==> src/rtl/call_stack.sv <==
// call_stack: return-address stack feeding the PC mux; top_addr is read combinationally during a pop.
// Define CALL_STACK_WRAP_EN to let a push while full overwrite the oldest entry instead of dropping it.
module call_stack #(
  parameter int DEPTH = 8,
  parameter int AW    = 12
) (
  input  logic                         clk,
  input  logic                         rst,
  input  logic                         push,
  input  logic                         pop,
  input  logic [AW-1:0]                push_addr,
  output logic [AW-1:0]                top_addr,
  output logic                         empty,
  output logic                         full,
  output logic [$clog2(DEPTH+1)-1:0]   count,
  output logic                         overflow,
  output logic                         underflow
);

  localparam int SPW = $clog2(DEPTH);
  localparam int CW  = $clog2(DEPTH+1);
  localparam logic [CW-1:0]  FULL_CNT = CW'(DEPTH);
  localparam logic [CW-1:0]  CNT_ONE  = CW'(1);
  localparam logic [SPW-1:0] SP_ONE   = SPW'(1);

  logic [AW-1:0]  mem_q [DEPTH];
  logic [SPW-1:0] sp_q, sp_d;
  logic [CW-1:0]  count_q, count_d;
  logic           overflow_q, overflow_d;
  logic           underflow_q, underflow_d;
  logic           mem_we_d;
  logic [SPW-1:0] mem_idx_d;
  logic [SPW-1:0] top_idx;
  logic           is_empty, is_full;

  assign is_empty = (count_q == '0);
  assign is_full  = (count_q == FULL_CNT);
  assign top_idx  = sp_q - SP_ONE;

  always_comb begin
    sp_d        = sp_q;
    count_d     = count_q;
    overflow_d  = overflow_q;
    underflow_d = underflow_q;
    mem_we_d    = 1'b0;
    mem_idx_d   = sp_q;

    if (push && pop) begin
      // Simultaneous push/pop replaces the top; on an empty stack it is a plain push.
      if (is_empty) begin
        mem_we_d = 1'b1;
        sp_d     = sp_q + SP_ONE;
        count_d  = count_q + CNT_ONE;
      end else begin
        mem_we_d  = 1'b1;
        mem_idx_d = top_idx;
      end
    end else if (push) begin
      if (!is_full) begin
        mem_we_d = 1'b1;
        sp_d     = sp_q + SP_ONE;
        count_d  = count_q + CNT_ONE;
      end else begin
        overflow_d = 1'b1;
`ifdef CALL_STACK_WRAP_EN
        // sp already points at the oldest slot when full, so this overwrites it.
        mem_we_d = 1'b1;
        sp_d     = sp_q + SP_ONE;
`endif
      end
    end else if (pop) begin
      if (!is_empty) begin
        sp_d    = sp_q - SP_ONE;
        count_d = count_q - CNT_ONE;
      end else begin
        underflow_d = 1'b1;
      end
    end
  end

  always_ff @(posedge clk) begin
    if (rst) begin
      sp_q        <= '0;
      count_q     <= '0;
      overflow_q  <= 1'b0;
      underflow_q <= 1'b0;
    end else begin
      sp_q        <= sp_d;
      count_q     <= count_d;
      overflow_q  <= overflow_d;
      underflow_q <= underflow_d;
    end
  end

  always_ff @(posedge clk) begin
    if (!rst && mem_we_d) begin
      mem_q[mem_idx_d] <= push_addr;
    end
  end

  assign top_addr  = is_empty ? '0 : mem_q[top_idx];
  assign empty     = is_empty;
  assign full      = is_full;
  assign count     = count_q;
  assign overflow  = overflow_q;
  assign underflow = underflow_q;

  push_addr_known: assert property (@(posedge clk) push |-> !$isunknown(push_addr));

endmodule

==> config.mk <==
export PLATFORM = sky130hd
export DESIGN_NAME = call_stack
export DESIGN_NICKNAME = d
export VERILOG_FILES = /design/src/rtl/call_stack.sv
export SDC_FILE = /design/constraint.sdc
export NUM_CORES = 1
export LEC_CHECK = 0
export CORE_UTILIZATION = 25
export DETAILED_ROUTE_END_ITERATION = 12
export PLACE_DENSITY = 0.42
export SYNTH_ARGS = -nofsm -noshare
export SYNTH_HDL_FRONTEND = slang
export SYNTH_SLANG_ARGS = --single-unit
==> constraint.sdc <==
create_clock -name clk -period 2.7 [get_ports clk]
set_clock_uncertainty 0.05 [all_clocks]
set_input_delay 0.81 -clock clk [delete_from_list [all_inputs] [get_ports clk]]
set_output_delay 0.81 -clock clk [all_outputs]
set_load 0.01 [all_outputs]
==> Word-level counts from Yosys, hierarchy flattened <==
Memory sizes are Yosys's and may differ from the RTL's.
Cells that the tools add are included.
{ "word_totals": {"elab_cells": 43, "ram_bits": 96, "reg_bits": 9, "inputBits": 16, "output_inout_bits": 20, "n_memories": 1} }
{ "memory_table": {"columns": ["memory", "depth", "width", "read_ports", "rd_ports_with_merged_regs", "write_ports", "line", "text"], "rows": [
  ["mem_q", 8, 12, 1, 0, 1, "26", "logic [AW-1:0] mem_q [DEPTH];"]
]} }
{ "op_classes": {"add_sub_neg": 4, "mux": 19, "n_bitwise": 2, "reduce_logical": 9, "n_eq_ne": 4} }
{ "op_table": {"columns": ["cell", "n"], "rows": [
  ["2-to-1 mux 4 bit", 6],
  ["2-to-1 mux 3 bit", 7],
  ["2-to-1 mux 12 bit", 1],
  ["AND reduction 4 bit", 2],
  ["!= test 3 x 2 -> 1 bit (second input constant)", 2],
  ["AND reduction 3 bit", 2],
  ["2-to-1 mux 1 bit", 5],
  ["adder 4 x 1 -> 4 bit (second input constant)", 1],
  ["equality test 4 bit (second input constant)", 1],
  ["logical NOT 4 bit", 1],
  ["subtractor 4 x 1 -> 4 bit (second input constant)", 1],
  ["adder 3 x 1 -> 3 bit (second input constant)", 1],
  ["nonzero test 3 bit", 1],
  ["subtractor 3 x 1 -> 3 bit (second input constant)", 1],
  ["logical AND 1 bit", 2],
  ["!= test 2 bit (second input constant)", 1],
  ["inverter 1 bit", 2],
  ["logical NOT 1 bit", 1]
]} }

==> Logic depth before layout (Yosys ltp) <==
{ "logic_depth": {"depth_word": 7, "mapped_depth": 10, "ltp_nobuf": 7} }

==> Worst setup path before layout <==
Ideal clock, no wire load.
{ "synth_timing": {"path_kind": "flip-flop to flip-flop", "start": "register sp_q[0]", "end": "memory mem_q[4][0] (enable)", "stages_incl_launch_ff": 11, "path_buffers": 4, "setup_time_ns": 0.380, "slack_ns": -0.272, "synth_period_minus_slack_ns": 2.972, "arrival_ns": 2.541, "required_ns": 2.270, "path_cell_list": "dfxtp_1 -> buf_4 -> buf_2 -> inv_1 -> ha_1 -> buf_2 -> buf_2 -> nand3_1 -> a211oi_1 -> a21oi_1 -> nor2_1"} }
{ "synth_between": {"elab_chain_cells": 3} }
{ "synth_rtl": {"columns": ["item", "line", "text"], "rows": [
  ["from (decl)", "27", "logic [SPW-1:0] sp_q, sp_d;"],
  ["from (signal assigned)", "88", "sp_q <= sp_d;"],
  ["subtractor 3 x 1 -> 3 bit", "38", "assign top_idx = sp_q - SP_ONE;"],
  ["2-to-1 mux 3 bit", "50", "if (is_empty) begin"],
  ["2-to-1 mux 3 bit (*)", "48", "if (push && pop) begin"],
  ["to (decl)", "26", null]
]} }
Mark *: on every way between the ends. The rest lies on a longest branch, timed or not.

==> Worst setup path in the final report <==
{ "layout_timing": {"start": "register sp_q[0]", "end": "output port top_addr[0]"} }
{ "layout_between": {"elab_chain_cells": 3} }
{ "layout_rtl": {"columns": ["item", "line", "text"], "rows": [
  ["subtractor 3 x 1 -> 3 bit", "38", null],
  ["memory read (8 x 12 bit)", null, null],
  ["2-to-1 mux 12 bit", "101", "assign top_addr = is_empty ? '0 : mem_q[top_idx];"],
  ["to (decl)", "12", "output logic [AW-1:0] top_addr,"]
]} }
Every way passes these cells.

==> impl_results.md <==
* Fin area at 6000 sq um
* Die X-Extent at 135 microns
* Min Clock Period, post-route at 2.73 ns
* Avg Inst Size Synth at 16.0 sq um
* CTS Buffer Depth at 2
* Sequential Power Share at 33.5%
* Peak VDD IR at 505 uV
* Post-layout util at 34.7%
* Vias per inst at 4.58
* Die area at 18,300 sq um
* Worst endpoint required time at 1.84 ns
* Type of the tightest min-delay check: register to register
* CTS tree: built
* Reg2reg setup slack at 0.25 ns
* Worst-path clk slew at 0.07 ns
* RSZ-0062 raised after global routing: true
* Post-Route WL at 10.8 mm
* Leakage power figure at 2.09 nW
* Nets@finish at 392
* Final Max Slew Viols at 0
* Layout Cells excl Fill at 602
* Final setup viols at 7
* Seq/Total Area, Yosys at 69.0%
* First-pass GRT wire length at 16.2 mm
* Clock power frac at 21.9%
* Sw Ratio at 33.5%
* Fillers at 1,676
* Antenna-violating nets left at 0
* Startpoint Class: register
* Clock sinks at 105
* Worst skew pair latency at 0.35 ns
* Clock buffer count from CTS at 9
* CP Max Fanout at 8
* GRT busiest layer: met2
* DP HPWL at 6.90 mm
* Sw Pwr at 1.94 mW
* IO buf count at 35
* Cell area after synthesis at 4440 sq um
* Final Hold Viols at 0
* # DRC at 0
* Setup slack after layout at -0.0269 ns
* Max Cap Viol at 0
* Row count at 48
* Flops & latches, synth at 105
* Post-synth EDFFs at 96
* Comb power frac at 44.6%
* Placed cell count at 571
* Routing usage on met1 at 16.7%
* Total GRT Usage at 12.6%
* Total congestion overflow at 0
* Core area at 17,300 sq um
* Ys flop type: edfxtp_1
* Initial antenna violation count at 1
* Failing checks: negative setup slack
* Status: complete, but fails checks
* Largest net degree at the start of global routing at 20
* Met2 Track Usage GR at 19.6%
* Post-DP Area at 5430 sq um
* Synth warnings at 0
* Rel. slew slack at 63.8%
* Clock root cell: clkbuf_16
* Hold buffer count at CTS at 0
* Max Freq at 367 MHz
* Distinct cells, synth at 41
* Internal power at 3.86 mW
* CTS H-tree depth at 3
* Layout area overhead at 35.1%
* Met3 Use GR at 4.04%
* Fraction of registers with async set/reset at 0%
* Synthesized instance count at 278
* Fin crit share at 101%
* Cell Pwr Density at 967 nW/um^2
* WL/cell at 17.9 microns
* Vias in the first global route at 2,718
* # diodes at 0
* Setup CP Type: register to primary output
* Setup TNS at -0.103 ns
* Top-Level Pins at 36
* Post-synthesis net count at 298
* Initial core utilization at 25.7%
* Transition time at the pin with the least slew margin at 0.539 ns
* Drt first pass iters at 4
* Total power at 5.80 mW
* Routed vias at 2,755
* Die height at 135 microns
* CP arrival at 1.87 ns
* Number of DRC markers in iteration 0 at 159
* Layout cells sized above 1 at 42.4%
* Crit end category: primary output
* Routability cong. at 0.770
-- per-layer routing --
| layer | part of all wire (%) | vias up | routed length, microns |
|---|---|---|---|
| met1 | 48 | 1410 | 5130 |
| met3 | 4.1 | 12 | 441 |
| met2 | 47 | 62 | 5020 |
| met4 | 1.6 | 0 | 176 |
| met5 | 0 | - | 0 |
| li1 | - | 1271 | - |
-- flip-flops by register name, indices dropped and copies added, names as in the netlist --
register	count
overflow	1
count	4
mem_q	96
sp_q	3
underflow	1
-- critical path, stage by stage, from the launching register on --
cell and delay, ns:
dfxtp_4 0.38, inv_4 0.04, ha_4 0.30, buf_12 0.14
buf_6 0.10, mux4_2 0.28, nand2_2 0.09, a21oi_2 0.05
buf_2 0.13
-- per-stage QoR --
stage                     setup slack [ns]  hold slack [ns]
final                              -0.0269            0.431
after global routing                -0.101            0.458
after CTS                          -0.0768            0.441
after detailed placement            -0.138            0.419
after global placement              -0.168            0.398
after floorplan                    -0.0286            0.453
-- worst paths after layout --
kind / to / start / depth (start not counted)
max: top_addr[0] / sp_q[0] / 8
min: overflow / overflow / 2
max reg2reg: mem_q[7][11] / count[0] / 10
min reg2reg: overflow / overflow / 2
-- power groups by stage --
| stage | Clock, mW | Combinational (mW) | Sequential [mW] |
|---|---|---|---|
| final | 1.27 | 2.58 | 1.94 |
| after global routing | 1.38 | 2.79 | 1.95 |
| after CTS | 1.32 | 2.53 | 1.94 |
| after detailed placement | 0 | 2.19 | 1.97 |
| after global placement | 0 | 2.20 | 1.97 |
| after floorplan | 0 | 1.15 | 1.98 |
-- layout by cell type, fill, tap and decap left out, types with 3 or more instances in the layout --
cell	n
a211oi_1	5
nor3_1	4
inv_1	4
edfxtp_1	96
clkbuf_16	10
clkdlybuf4s50_1	21
nand2b_1	3
ha_1	3
inv_8	4
nor2_2	6
a21oi_1	12
a21oi_2	11
nor2b_1	5
buf_2	12
nor2_1	9
buf_12	8
nand2_1	16
and3_1	3
mux4_2	24
a31oi_1	3
nand2_2	15
buf_6	10
buf_4	43
dfxtp_1	7
nand3_1	3
-- synth_stat cells (all sizes together) (2+ instances only) --
master | count | area share (%)
nand2 | 31 | 2.6
nand3 | 4 | 0.56
nor3 | 4 | 0.45
nand2b | 4 | 0.56
a211oi | 6 | 1.1
a31oi | 3 | 0.42
mux4 | 24 | 12
and3 | 3 | 0.42
a22oi | 2 | 0.45
buf | 9 | 1.3
a21oi | 23 | 2.6
nor2 | 15 | 1.3
dfxtp | 9 | 4.1
ha | 4 | 1.1
inv | 7 | 0.59
nor2b | 5 | 0.70
o21ai | 4 | 0.45
mux2 | 2 | 0.51
a2111oi | 2 | 0.39
and2 | 2 | 0.28
edfxtp | 96 | 65
clkbuf | 7 | 0.59
-- cells by family (layout without fill, tap and decap cells) --
kind of cell	after synthesis	count (layout)	share of synthesized area, %
compound gates	44	44	6.42
simple gates	74	74	7.94
flops	105	105	69.0
buf+inv	23	122	2.45
xor+xnor	1	1	0.197
mux	27	27	12.9
fa+ha+maj	4	4	1.13
-- final cells by class --
class / instances / area (sq um) / share of cell area (%)
clock buffer: 9 / 225 / 3.75
inverter: 7 / 36.3 / 0.605
sequential: 105 / 3070 / 51.1
tap: 225 / 282 / 4.69
timing repair buffer: 99 / 942 / 15.7
multi-input combinational: 150 / 1390 / 23.1
clock inverter: 7 / 60.1 / 1.00
-- timing repair --
action / CTS / global route
pin swaps: 11 / 20
buffers inserted: 11 / 4
endpoints found under the setup margin: 13 / 13
cloned: 1 / 1
gates resized for setup: 77 / 27
Power figures use the tool's default switching activity.
